`src/rtl/usb_reg_bridge.sv`:
```
// USB parallel-bus to register-file bridge in the clk_usb domain.
// Synchronises the bus strobes, then issues single-cycle register requests.
module usb_reg_bridge #(
    parameter int pADDR_WIDTH   = 21,
    parameter int pBYTECNT_SIZE = 7,
    parameter int pSYNC_STAGES  = 2,
    parameter int pRD_HOLD      = 3
) (
    input  logic                                 clk_usb,
    input  logic                                 reset_n,
    input  logic [pADDR_WIDTH-1:0]               usb_addr,
    input  logic [7:0]                           usb_din,
    output logic [7:0]                           usb_dout,
    output logic                                 usb_isout,
    input  logic                                 usb_rdn,
    input  logic                                 usb_wrn,
    input  logic                                 usb_cen,
    output logic [pADDR_WIDTH-pBYTECNT_SIZE-1:0] reg_address,
    output logic [pBYTECNT_SIZE-1:0]             reg_bytecnt,
    output logic [7:0]                           reg_datao,
    input  logic [7:0]                           reg_datai,
    output logic                                 reg_read,
    output logic                                 reg_write,
    output logic                                 reg_addrvalid,
    output logic                                 bus_err
);

    localparam int AW = pADDR_WIDTH - pBYTECNT_SIZE;
    localparam int CW = $clog2(pRD_HOLD + 1);
    localparam int SS = pSYNC_STAGES;

    typedef enum logic [2:0] {
        S_IDLE,
        S_RD_REQ,
        S_RD_WAIT,
        S_RD_ACTIVE,
        S_RD_HOLD,
        S_WR
    } state_e;

    state_e            state_q, state_d;
    logic [SS-1:0]     rdn_sync_q, rdn_sync_d;
    logic [SS-1:0]     wrn_sync_q, wrn_sync_d;
    logic [SS-1:0]     cen_sync_q, cen_sync_d;
    logic              rdn_d_q, rdn_d_d;
    logic              wrn_d_q, wrn_d_d;
    logic [CW-1:0]     cnt_q, cnt_d;
    logic [AW-1:0]     addr_q, addr_d;
    logic [pBYTECNT_SIZE-1:0] bcnt_q, bcnt_d;
    logic [7:0]        datao_q, datao_d;
    logic [7:0]        dout_q, dout_d;
    logic              isout_q, isout_d;
    logic              err_q, err_d;

    logic              rdn_s, wrn_s, cen_s;
    logic              rd_edge, wr_edge;
    logic              in_read;

    assign rdn_s   = rdn_sync_q[SS-1];
    assign wrn_s   = wrn_sync_q[SS-1];
    assign cen_s   = cen_sync_q[SS-1];
    assign rd_edge = !rdn_s && rdn_d_q && !cen_s;
    assign wr_edge = !wrn_s && wrn_d_q && !cen_s;
    assign in_read = (state_q == S_RD_REQ) || (state_q == S_RD_WAIT) ||
                     (state_q == S_RD_ACTIVE) || (state_q == S_RD_HOLD);

    always_comb begin
        rdn_sync_d = {rdn_sync_q[SS-2:0], usb_rdn};
        wrn_sync_d = {wrn_sync_q[SS-2:0], usb_wrn};
        cen_sync_d = {cen_sync_q[SS-2:0], usb_cen};
        rdn_d_d    = rdn_s;
        wrn_d_d    = wrn_s;
    end

    always_comb begin
        state_d = state_q;
        cnt_d   = cnt_q;
        addr_d  = addr_q;
        bcnt_d  = bcnt_q;
        datao_d = datao_q;
        dout_d  = dout_q;
        err_d   = err_q;

        // A write strobe cannot be serviced while the bus is being read
        if (wr_edge && in_read) begin
            err_d = 1'b1;
        end

        unique case (state_q)
            S_IDLE: begin
                if (rd_edge && wr_edge) begin
                    err_d = 1'b1;
                end else if (rd_edge) begin
                    addr_d  = usb_addr[pADDR_WIDTH-1:pBYTECNT_SIZE];
                    bcnt_d  = usb_addr[pBYTECNT_SIZE-1:0];
                    state_d = S_RD_REQ;
                end else if (wr_edge) begin
                    addr_d  = usb_addr[pADDR_WIDTH-1:pBYTECNT_SIZE];
                    bcnt_d  = usb_addr[pBYTECNT_SIZE-1:0];
                    datao_d = usb_din;
                    state_d = S_WR;
                end
            end
            S_WR: begin
                state_d = S_IDLE;
            end
            S_RD_REQ: begin
                state_d = S_RD_WAIT;
            end
            S_RD_WAIT: begin
                dout_d = reg_datai;
                if (!rdn_s) begin
                    state_d = S_RD_ACTIVE;
                end else begin
                    cnt_d   = CW'(pRD_HOLD);
                    state_d = S_RD_HOLD;
                end
            end
            S_RD_ACTIVE: begin
                // The release cycle itself is the first cycle of the hold window
                if (rdn_s) begin
                    cnt_d   = CW'(pRD_HOLD - 1);
                    state_d = (pRD_HOLD == 1) ? S_IDLE : S_RD_HOLD;
                end
            end
            S_RD_HOLD: begin
                if (rd_edge) begin
                    addr_d  = usb_addr[pADDR_WIDTH-1:pBYTECNT_SIZE];
                    bcnt_d  = usb_addr[pBYTECNT_SIZE-1:0];
                    state_d = S_RD_REQ;
                end else if (cnt_q <= CW'(1)) begin
                    state_d = S_IDLE;
                end else begin
                    cnt_d = cnt_q - CW'(1);
                end
            end
            default: begin
                state_d = S_IDLE;
            end
        endcase

        isout_d = (state_d == S_RD_REQ) || (state_d == S_RD_WAIT) ||
                  (state_d == S_RD_ACTIVE) || (state_d == S_RD_HOLD);
    end

    always_ff @(posedge clk_usb) begin
        if (!reset_n) begin
            state_q    <= S_IDLE;
            rdn_sync_q <= '1;
            wrn_sync_q <= '1;
            cen_sync_q <= '1;
            rdn_d_q    <= 1'b1;
            wrn_d_q    <= 1'b1;
            cnt_q      <= '0;
            addr_q     <= '0;
            bcnt_q     <= '0;
            datao_q    <= '0;
            dout_q     <= '0;
            isout_q    <= 1'b0;
            err_q      <= 1'b0;
        end else begin
            state_q    <= state_d;
            rdn_sync_q <= rdn_sync_d;
            wrn_sync_q <= wrn_sync_d;
            cen_sync_q <= cen_sync_d;
            rdn_d_q    <= rdn_d_d;
            wrn_d_q    <= wrn_d_d;
            cnt_q      <= cnt_d;
            addr_q     <= addr_d;
            bcnt_q     <= bcnt_d;
            datao_q    <= datao_d;
            dout_q     <= dout_d;
            isout_q    <= isout_d;
            err_q      <= err_d;
        end
    end

    assign usb_dout      = dout_q;
    assign usb_isout     = isout_q;
    assign reg_address   = addr_q;
    assign reg_bytecnt   = bcnt_q;
    assign reg_datao     = datao_q;
    assign reg_read      = (state_q == S_RD_REQ);
    assign reg_write     = (state_q == S_WR);
    assign reg_addrvalid = (state_q != S_IDLE);
    assign bus_err       = err_q;

endmodule

```
`config.mk`:
```
export PLATFORM = sky130hd
export DESIGN_NAME = usb_reg_bridge
export DESIGN_NICKNAME = d
export VERILOG_FILES = /design/src/rtl/usb_reg_bridge.sv
export SDC_FILE = /design/constraint.sdc
export NUM_CORES = 1
export LEC_CHECK = 0
export BUFFER_PORTS_ARGS = -buffer_cell sky130_fd_sc_hd__clkbuf_2
export CAP_MARGIN = 0
export CELL_PAD_IN_SITES_DETAIL_PLACEMENT = 0
export CELL_PAD_IN_SITES_GLOBAL_PLACEMENT = 1
export CORE_ASPECT_RATIO = 1.25
export CORE_MARGIN = 3
export CORE_UTILIZATION = 35
export CTS_BUF_LIST = sky130_fd_sc_hd__clkbuf_8 sky130_fd_sc_hd__clkbuf_16
export DETAILED_ROUTE_END_ITERATION = 8
export PLACE_DENSITY = 0.78
export SETUP_SLACK_MARGIN = 0.02
export SKIP_CTS_REPAIR_TIMING = 1
export SYNTH_ARGS = -nofsm -noshare
export SYNTH_HDL_FRONTEND = slang
export SYNTH_SLANG_ARGS = --single-unit
```
`constraint.sdc`:
```
create_clock -name clk_usb -period 3.95 [get_ports clk_usb]
set_input_delay 0.395 -clock clk_usb [delete_from_list [all_inputs] [get_ports clk_usb]]
set_output_delay 0.395 -clock clk_usb [all_outputs]
set_load 0.005 [all_outputs]
```
Yosys cells after proc, flatten, opt, wreduce, memory -nomap -nowiden
Index checks and enable logic that the tools add are counted.
{"block": "totals", "ff_bits": 52, "input_bits": 42, "out_inout_bits": 42, "word_cells": 81}
{"block": "classes", "addsub": 1, "order_cmp": 1, "eq_ne": 16, "muxes": 26, "n_bitwise": 2, "n_reduce_logical": 22}
{"op": "2-to-1 mux 14 bit", "n": 4}
{"op": "2-to-1 mux 7 bit", "n": 4}
{"op": "case mux 14 bit (2 select lines)", "n": 1}
{"op": "2-to-1 mux 3 bit", "n": 7}
{"op": "case mux 3 bit (5 select lines)", "n": 1}
{"op": "case mux 7 bit (2 select lines)", "n": 1}
{"op": "== test 3 x 2 -> 1 bit, second input constant", "n": 4}
{"op": "inequality test 2 bit, second input constant", "n": 6}
{"op": "== test 3 bit, second input constant", "n": 3}
{"op": "2-to-1 mux 2 bit", "n": 4}
{"op": "AND reduction 4 bit", "n": 2}
{"op": "== test 3 x 1 -> 1 bit, second input constant", "n": 2}
{"op": "logical AND 1 bit", "n": 6}
{"op": "logical OR 1 bit", "n": 6}
{"op": "case mux 2 bit (3 select lines)", "n": 1}
{"op": "nonzero test 3 bit", "n": 2}
{"op": "AND reduction 5 bit", "n": 1}
{"op": "logical NOT 1 bit", "n": 3}
{"op": "logical NOT 3 bit", "n": 1}
{"op": "2-to-1 mux 1 bit", "n": 3}
{"op": "inequality test 3 bit, second input constant", "n": 1}
{"op": "less-or-equal comparator 2 x 1 -> 1 bit, second input constant", "n": 1}
{"op": "NOT 1 bit", "n": 2}
{"op": "nonzero test 2 bit", "n": 1}
{"op": "subtractor 2 x 1 -> 2 bit, second input constant", "n": 1}

Longest topological paths before layout
Gate-level depths: netlist of the first run.
{"block": "logic_depth", "word_depth": 11, "depth_mapped": 6, "mapped_depth_nobuf": 5}

Worst setup path after synthesis of the first run
Ideal clock, no wire load.
{"block": "synth_path", "kind": "register -> register", "startpoint": "register state_q[0]", "endpoint": "register addr_q[0] (netlist: reg_address[0])", "arrival_ns": 1.361, "setup_slack_ns": 2.517, "stages_incl_launch_ff": 6, "n_path_buf": 2, "synth_period_minus_slack_ns": 1.433, "cell_sequence": "dfxtp_1 -> or2_1 -> buf_2 -> nor3_4 -> buf_6 -> mux2i_1"}
{"block": "synth_via", "elab_chain_len": 3, "elab_cells_between_ends": 8, "cone_classes": "eq/ne (4); mux (1); reduce/logical (3)"}
{"item": "start: declaration", "line": "41", "text": "state_e state_q, state_d;"}
{"item": "start signal: assignment", "line": "162", "text": "state_q <= state_d;"}
{"item": "== test 3 bit or logical NOT 3 bit (tied branches)", "line": "89", "text": "unique case (state_q)"}
{"item": "inequality test 2 bit (no source line), or another cell as far along"}
{"item": "AND reduction 4 bit (no source line)"}
{"item": "end signal: assignment", "line": "169", "text": "addr_q <= addr_d;"}
{"item": "end: declaration", "line": "48", "text": "logic [AW-1:0] addr_q, addr_d;"}
Several ways; a longest one is shown, not always the timed one.
A chain may end at the register's enable or synchronous reset.

Final worst setup path of the first run
{"block": "layout_path", "startpoint": "register state_q[2]", "endpoint": "register datao_q[5] (netlist: reg_datao[5])"}
{"block": "layout_via", "elab_chain_len": 2}
{"item": "logical NOT 3 bit", "line": "89"}
{"item": "AND reduction 4 bit (no source line)"}
{"item": "end signal: assignment", "line": "171", "text": "datao_q <= datao_d;"}
{"item": "end: declaration", "line": "50", "text": "logic [7:0] datao_q, datao_d;"}
No other way between the ends.

==> impl_metrics.ini, run 1 <==
[setup_path]
timing.rr.end = reg_datao[5]$_SDFFE_PN0P_
cp.arrival_ns = 2.00
cp.required_ns = 4.14
rr_startpoint = state_q[2]$_SDFF_PN0_
r2r_cells = 4
regToRegSetupSlack_ns = 2.14
critical_path_class = flop to flop
worstPathMaxFanout = 10
worst_setup_path_end_kind = flop
cp-endpoint = reg_datao[5]$_SDFFE_PN0P_
setup.worst_path.start = state_q[2]$_SDFF_PN0_
cp-start-kind = flop

[cts]
clockBufferDepth = 2
clock_latency_ns = 0.30
cts_tree = done
clockRootBuffer = clkbuf_8
cts.sinks = 52
cts.reportedPaths.clkPinSlew_ns = 0.09
cts_htree_levels = 2
cts_buffers = 5

[grt]
grt_util_all_layers_pct = 13.0
grt_pass1_vias = 1576
antenna_found_initial = 0
grt_pass1_wl_um = 6990
busiest_layer = met2
grtUsageMet3_pct = 5.65
grt_start_max_net_pins = 57
overflow = 0
grt_util_met1_pct = 16.1
use_met2_pct = 19.8

[cells_and_area]
fin_cells = 355
final_util_pct = 46.5
seq_area_um2 = 1040
drive_gt1_share_pct = 33.3
fill_cells = 519
stdcell_area_um2 = 2560
final_common_cell = clkbuf_2
final_nets = 333
multiInputGateArea_um2 = 897
final_cell_mix = 83 x clkbuf_2, 52 x dfxtp_1, 47 x nand2_1
area_delta_synth_final_pct = 26.9
antenna_cells = 0

[die]
coreArea_um2 = 5520
die_w_um = 74.0
num_rows = 30
pin_count = 84
start_util_pct = 36.6
fp.dieArea_um2 = 6730
die_y_um = 91.0

[synth]
syn_area_um2 = 2020
synth_nets = 253
synth_ff_type = dfxtp_1
synth_cell_types = 30
synthCells = 210
ys_ff_latch = 52
avgSynthCellArea_um2 = 9.62
ys_seq_area_share_pct = 51.5
yosysWarningCount = 0
synthArstFlopShare_pct = 0
synth_edf_count = 0

[sta]
setup_ws_ns = 2.14
rsz0062_at_grt = no
relSlewSlack_pct = 60.9
fin_crit_ns = 1.81
fin_worst_skew_ns = 0.00786
hold_violations = 0
finalSetupTns_ns = 0
slew_violations = 0
setup_viol = 0
holdWs_ns = 0.264
worst_pin_slew_ns = 0.584
fmax_ghz = 0.552
fin_crit_sh_pct = 45.9

[placed_design]
hpwl_um = 2970
io_buffers = 83
place_area_um2 = 2470
place_ws_ns = 1.97
place_inst = 347
gp_congestion = 0.765

[route]
vias = 1632
vias_per_cell = 4.60
drtPass1Iterations = 4
wirelength_um = 4110
post-route-drc-count = 0
ant_nets = 0
wire_per_inst_um = 11.6
drtIter0Drc = 68

[hold_path]
hold_class = input pin to flop

[outcome]
outcome = completed

[pwr]
total_leakage_power_nw = 1.19
finalPower_mw = 0.910
p_per_area_nw_per_um2 = 355
peakVddDrop_uv = 219

[flow_run]
cap_violations = 0
## layer usage
metal  vias up  wire length, um
met5         -                0
met4         0               78
met3        10              406
met2        67             1760
met1       708             1870
li1        847                -
## cells in the mapped netlist (all sizes together) (2+ instances only)
cell | n | area (um^2)
a31oi | 2 | 12.5
buf | 5 | 37.5
clkbuf | 7 | 26.3
dfxtp | 52 | 1040
inv | 4 | 15.0
mux2i | 37 | 370
nand2 | 47 | 176
nand2b | 12 | 75.1
nand3 | 2 | 10.0
nor2 | 22 | 90.1
nor3 | 3 | 26.3
nor3b | 3 | 27.5
## layout make-up
| class | count | area share [%] |
|---|---|---|
| clock buffer | 6 | 3.22 |
| clock inverter | 2 | 0.537 |
| inverter | 5 | 0.732 |
| multi-input combinational | 141 | 35.0 |
| sequential | 52 | 40.6 |
| tap | 64 | 3.12 |
| timing repair buffer | 85 | 16.8 |
## flip-flops by register name (all words and copies together) (netlist names)
register,cells
usb_dout,8
bus_err,1
reg_address,14
state_q,3
cen_sync_q,2
cnt_q,2
usb_isout,1
reg_bytecnt,7
reg_datao,8
wrn_sync_q,2
rdn_sync_q,2
rdn_d_q,1
wrn_d_q,1
## worst min-delay path by stage
stage / start / to / slack (ns) / cells past startpoint
2_1_floorplan: cen_sync_q[0]$_SDFF_PN1_ / cen_sync_q[1]$_SDFF_PN1_ / 0.39 / 1
3_3_place_gp: cen_sync_q[0]$_SDFF_PN1_ / cen_sync_q[1]$_SDFF_PN1_ / 0.39 / 1
3_5_place_dp: wrn_sync_q[0]$_SDFF_PN1_ / wrn_sync_q[1]$_SDFF_PN1_ / 0.40 / 1
4_1_cts: usb_wrn / wrn_sync_q[0]$_SDFF_PN1_ / 0.26 / 2
5_1_grt: usb_wrn / wrn_sync_q[0]$_SDFF_PN1_ / 0.26 / 2
6_report: usb_wrn / wrn_sync_q[0]$_SDFF_PN1_ / 0.26 / 2
## worst max-delay path, cell delays in order, from the launching register on
cell and delay, ns:
dfxtp_1 0.42, nor3_1 0.37, nand3_1 0.51, mux2i_1 0.33
nor2_1 0.07
## where the power goes
| group | total, mW | internal [mW] | leakage (nW) | switching (mW) |
|---|---|---|---|---|
| Clock | 0.317 | 0.143 | 0.0516 | 0.173 |
| Combinational | 0.0574 | 0.0289 | 0.716 | 0.0285 |
| Sequential | 0.536 | 0.532 | 0.421 | 0.00450 |
| Total | 0.910 | 0.704 | 1.19 | 0.206 |
## cells by family (layout without fill, tap and decap cells)
logic type | Yosys count | in the layout | share of synthesized area (%)
AND/OR/NAND/NOR | 93 | 93 | 21.4
flip-flops | 52 | 52 | 51.5
multiplexers | 37 | 37 | 18.3
buffers and inverters | 17 | 98 | 4.09
AO/OA/AOI/OAI | 9 | 9 | 3.65
adder cells (fa/ha/maj) | 1 | 1 | 0.619
XOR/XNOR | 1 | 1 | 0.434
Note: power is estimated with default switching activity, not from simulation.
==> inputs of run 2 (changes only) <==
Settings changed: ABC_AREA set to 1, CORE_UTILIZATION 35 to 34, PLACE_DENSITY 0.78 to 0.76.
Clock period 3.95 ns to 1.8 ns, I/O delays scaled along.
==> run 2 against run 1 <==
Effect of this change: count of clock-buffer cells in the layout unchanged; sequential share of layout area decreased by 2.8 points; critical path depth decreased by 1; cell count increased by 25%; critical endpoint is now usb_dout[5]$_SDFFE_PN0N_; largest cell class unchanged; largest power group unchanged; highest routed layer unchanged.
==> impl_metrics.ini, run 2 <==
[placed_design]
gp_congestion = 0.772
place_inst = 436
hpwl_um = 3450
io_buffers = 83

[synth]
synth_nets = 324
synth_area_leaders = dfxtp_1 47%, nor2_1 8.1%, a21oi_1 7.5%
syn_area_um2 = 2220
yosys.cell_count.top_type = dfxtp_1
synth_cell_types = 28
yosysTopAreaCellShare_pct = 47.0
avgSynthCellArea_um2 = 7.89
synth_edf_count = 0
ys_seq_area_share_pct = 47.0
synthCells = 281
synth_area_leader_cell = dfxtp_1
synthArstFlopShare_pct = 0
yosysWarningCount = 0
ys_top_cells_by_count = 52 x dfxtp_1, 48 x nor2_1, 39 x nand2_1
synth_ff_type = dfxtp_1
ys_ff_latch = 52

[pwr]
p_per_area_nw_per_um2 = 735
p_comb_share_pct = 8.7
internal_power_mw = 1.57
swShare_pct = 22.4
total_leakage_power_nw = 1.30
p_seq_share_pct = 59.0
p_clk_share_pct = 32.3
peakVddDrop_uv = 237
p_sw_mw = 0.454

[sta]
fin_crit_sh_pct = 83.6
holdWs_ns = 0.0659
slew_violations = 0
worst_pin_slew_ns = 0.499
setup_viol = 0
finalSetupTns_ns = 0
hold_violations = 0
relSlewSlack_pct = 66.6
fin_worst_skew_ns = 0.00651
rsz0062_at_grt = no
fmax_ghz = 0.665
fin_crit_ns = 1.50

[die]
die_y_um = 96.3
start_util_pct = 35.5
num_rows = 32
fp.dieArea_um2 = 7530
coreArea_um2 = 6250
pin_count = 84
die_w_um = 78.2

[grt]
overflow = 0
antenna_found_initial = 0
grt_pass1_vias = 1835
grt_pass1_wl_um = 7940
grt_start_max_net_pins = 43
grt_util_all_layers_pct = 13.3

[cells_and_area]
final_util_pct = 44.1
area_delta_synth_final_pct = 24.2
largest_register_ffs = 14
drive_gt1_share_pct = 32.0
fin_cells = 444
fill_cells = 679
final_cell_mix = 83 x clkbuf_2, 52 x dfxtp_1, 48 x nor2_1
antenna_cells = 0
final_nets = 401
final_common_cell = clkbuf_2

[outcome]
outcome = completed

[cts]
cts_tree = done
clock_latency_ns = 0.30
cts_buffers = 5
clockBufferDepth = 2
cts.reportedPaths.clkPinSlew_ns = 0.08
cts_htree_levels = 2
clockRootBuffer = clkbuf_8
cts.sinks = 52

[setup_path]
crit_slowest_cell = dfxtp_1
worst_setup_path_end_kind = flop
crit_path_cell_trace = nand3_1 > o21ai_0 > a21oi_1
worstPathMaxFanout = 16
crit_family = flip-flops
cp-start-kind = flop
slowest_delay_ns = 0.57
cp.arrival_ns = 1.68
cp.required_ns = 1.97
cp_num_buf_inv = 0
critical_path_class = flop to flop

[route]
vias = 1995
vias_per_cell = 4.49
wire_per_inst_um = 10.7
drtIter0Drc = 43
ant_nets = 0
drtPass1Iterations = 4
post-route-drc-count = 0
wirelength_um = 4750

[flow_run]
cap_violations = 0

[hold_path]
hold_class = input pin to flop
run 2: path summary, 6_finish.rpt:
check | from | endpoint | slack [ns] | cells after the start
max | state_q[1]$_SDFF_PN0_ | usb_dout[5]$_SDFFE_PN0N_ | 0.30 | 3
min | usb_cen | cen_sync_q[0]$_SDFF_PN1_ | 0.07 | 2
max reg2reg | state_q[1]$_SDFF_PN0_ | usb_dout[5]$_SDFFE_PN0N_ | 0.30 | 3
min reg2reg | wrn_sync_q[0]$_SDFF_PN1_ | wrn_sync_q[1]$_SDFF_PN1_ | 0.42 | 1
run 2: stage by stage:
step | cell area (um^2) | setup slack [ns] | total power, mW
after floorplan | 2220 | 0.586 | 1.32
after global placement | 2660 | 0.336 | 1.40
after detailed placement | 2660 | 0.305 | 1.40
after CTS | 2750 | 0.286 | 2.06
after global routing | 2750 | 0.136 | 2.14
final | 2750 | 0.296 | 2.02
run 2: cell families (layout without fill, tap and decap cells):
logic type / after synthesis / in the layout / share of synthesized area [%]
and+or+nand+nor: 137 / 137 / 32.0
DFF: 52 / 52 / 47.0
AOI/OAI and AO/OA: 51 / 51 / 11.7
buffers and inverters: 40 / 118 / 8.75
adders and majority gates: 1 / 1 / 0.565
run 2: per-layer routing:
metal | wire length [um] | global-route usage [%]
met1 | 2210 | 15.2
met5 | 0 | 0
met3 | 346 | 4.12
met4 | 68 | 5.69
met2 | 2130 | 22.9
run 2: power groups by stage:
stage	Sequential (mW)	Combinational, mW	Clock [mW]
floorplan	1.22	0.103	0
global route	1.20	0.202	0.737
detailed placement	1.22	0.179	0
finish	1.19	0.176	0.654
CTS	1.19	0.180	0.690
global placement	1.22	0.178	0
run 2: cell type report:
type | instances | area, um^2 | area share [%]
clock inverter | 2 | 7.51 | 0.273
clock buffer | 6 | 82.6 | 3.00
multi-input combinational | 189 | 981 | 35.7
sequential | 52 | 1040 | 37.8
inverter | 24 | 95.1 | 3.46
timing repair buffer | 86 | 438 | 15.9
tap | 85 | 106 | 3.87
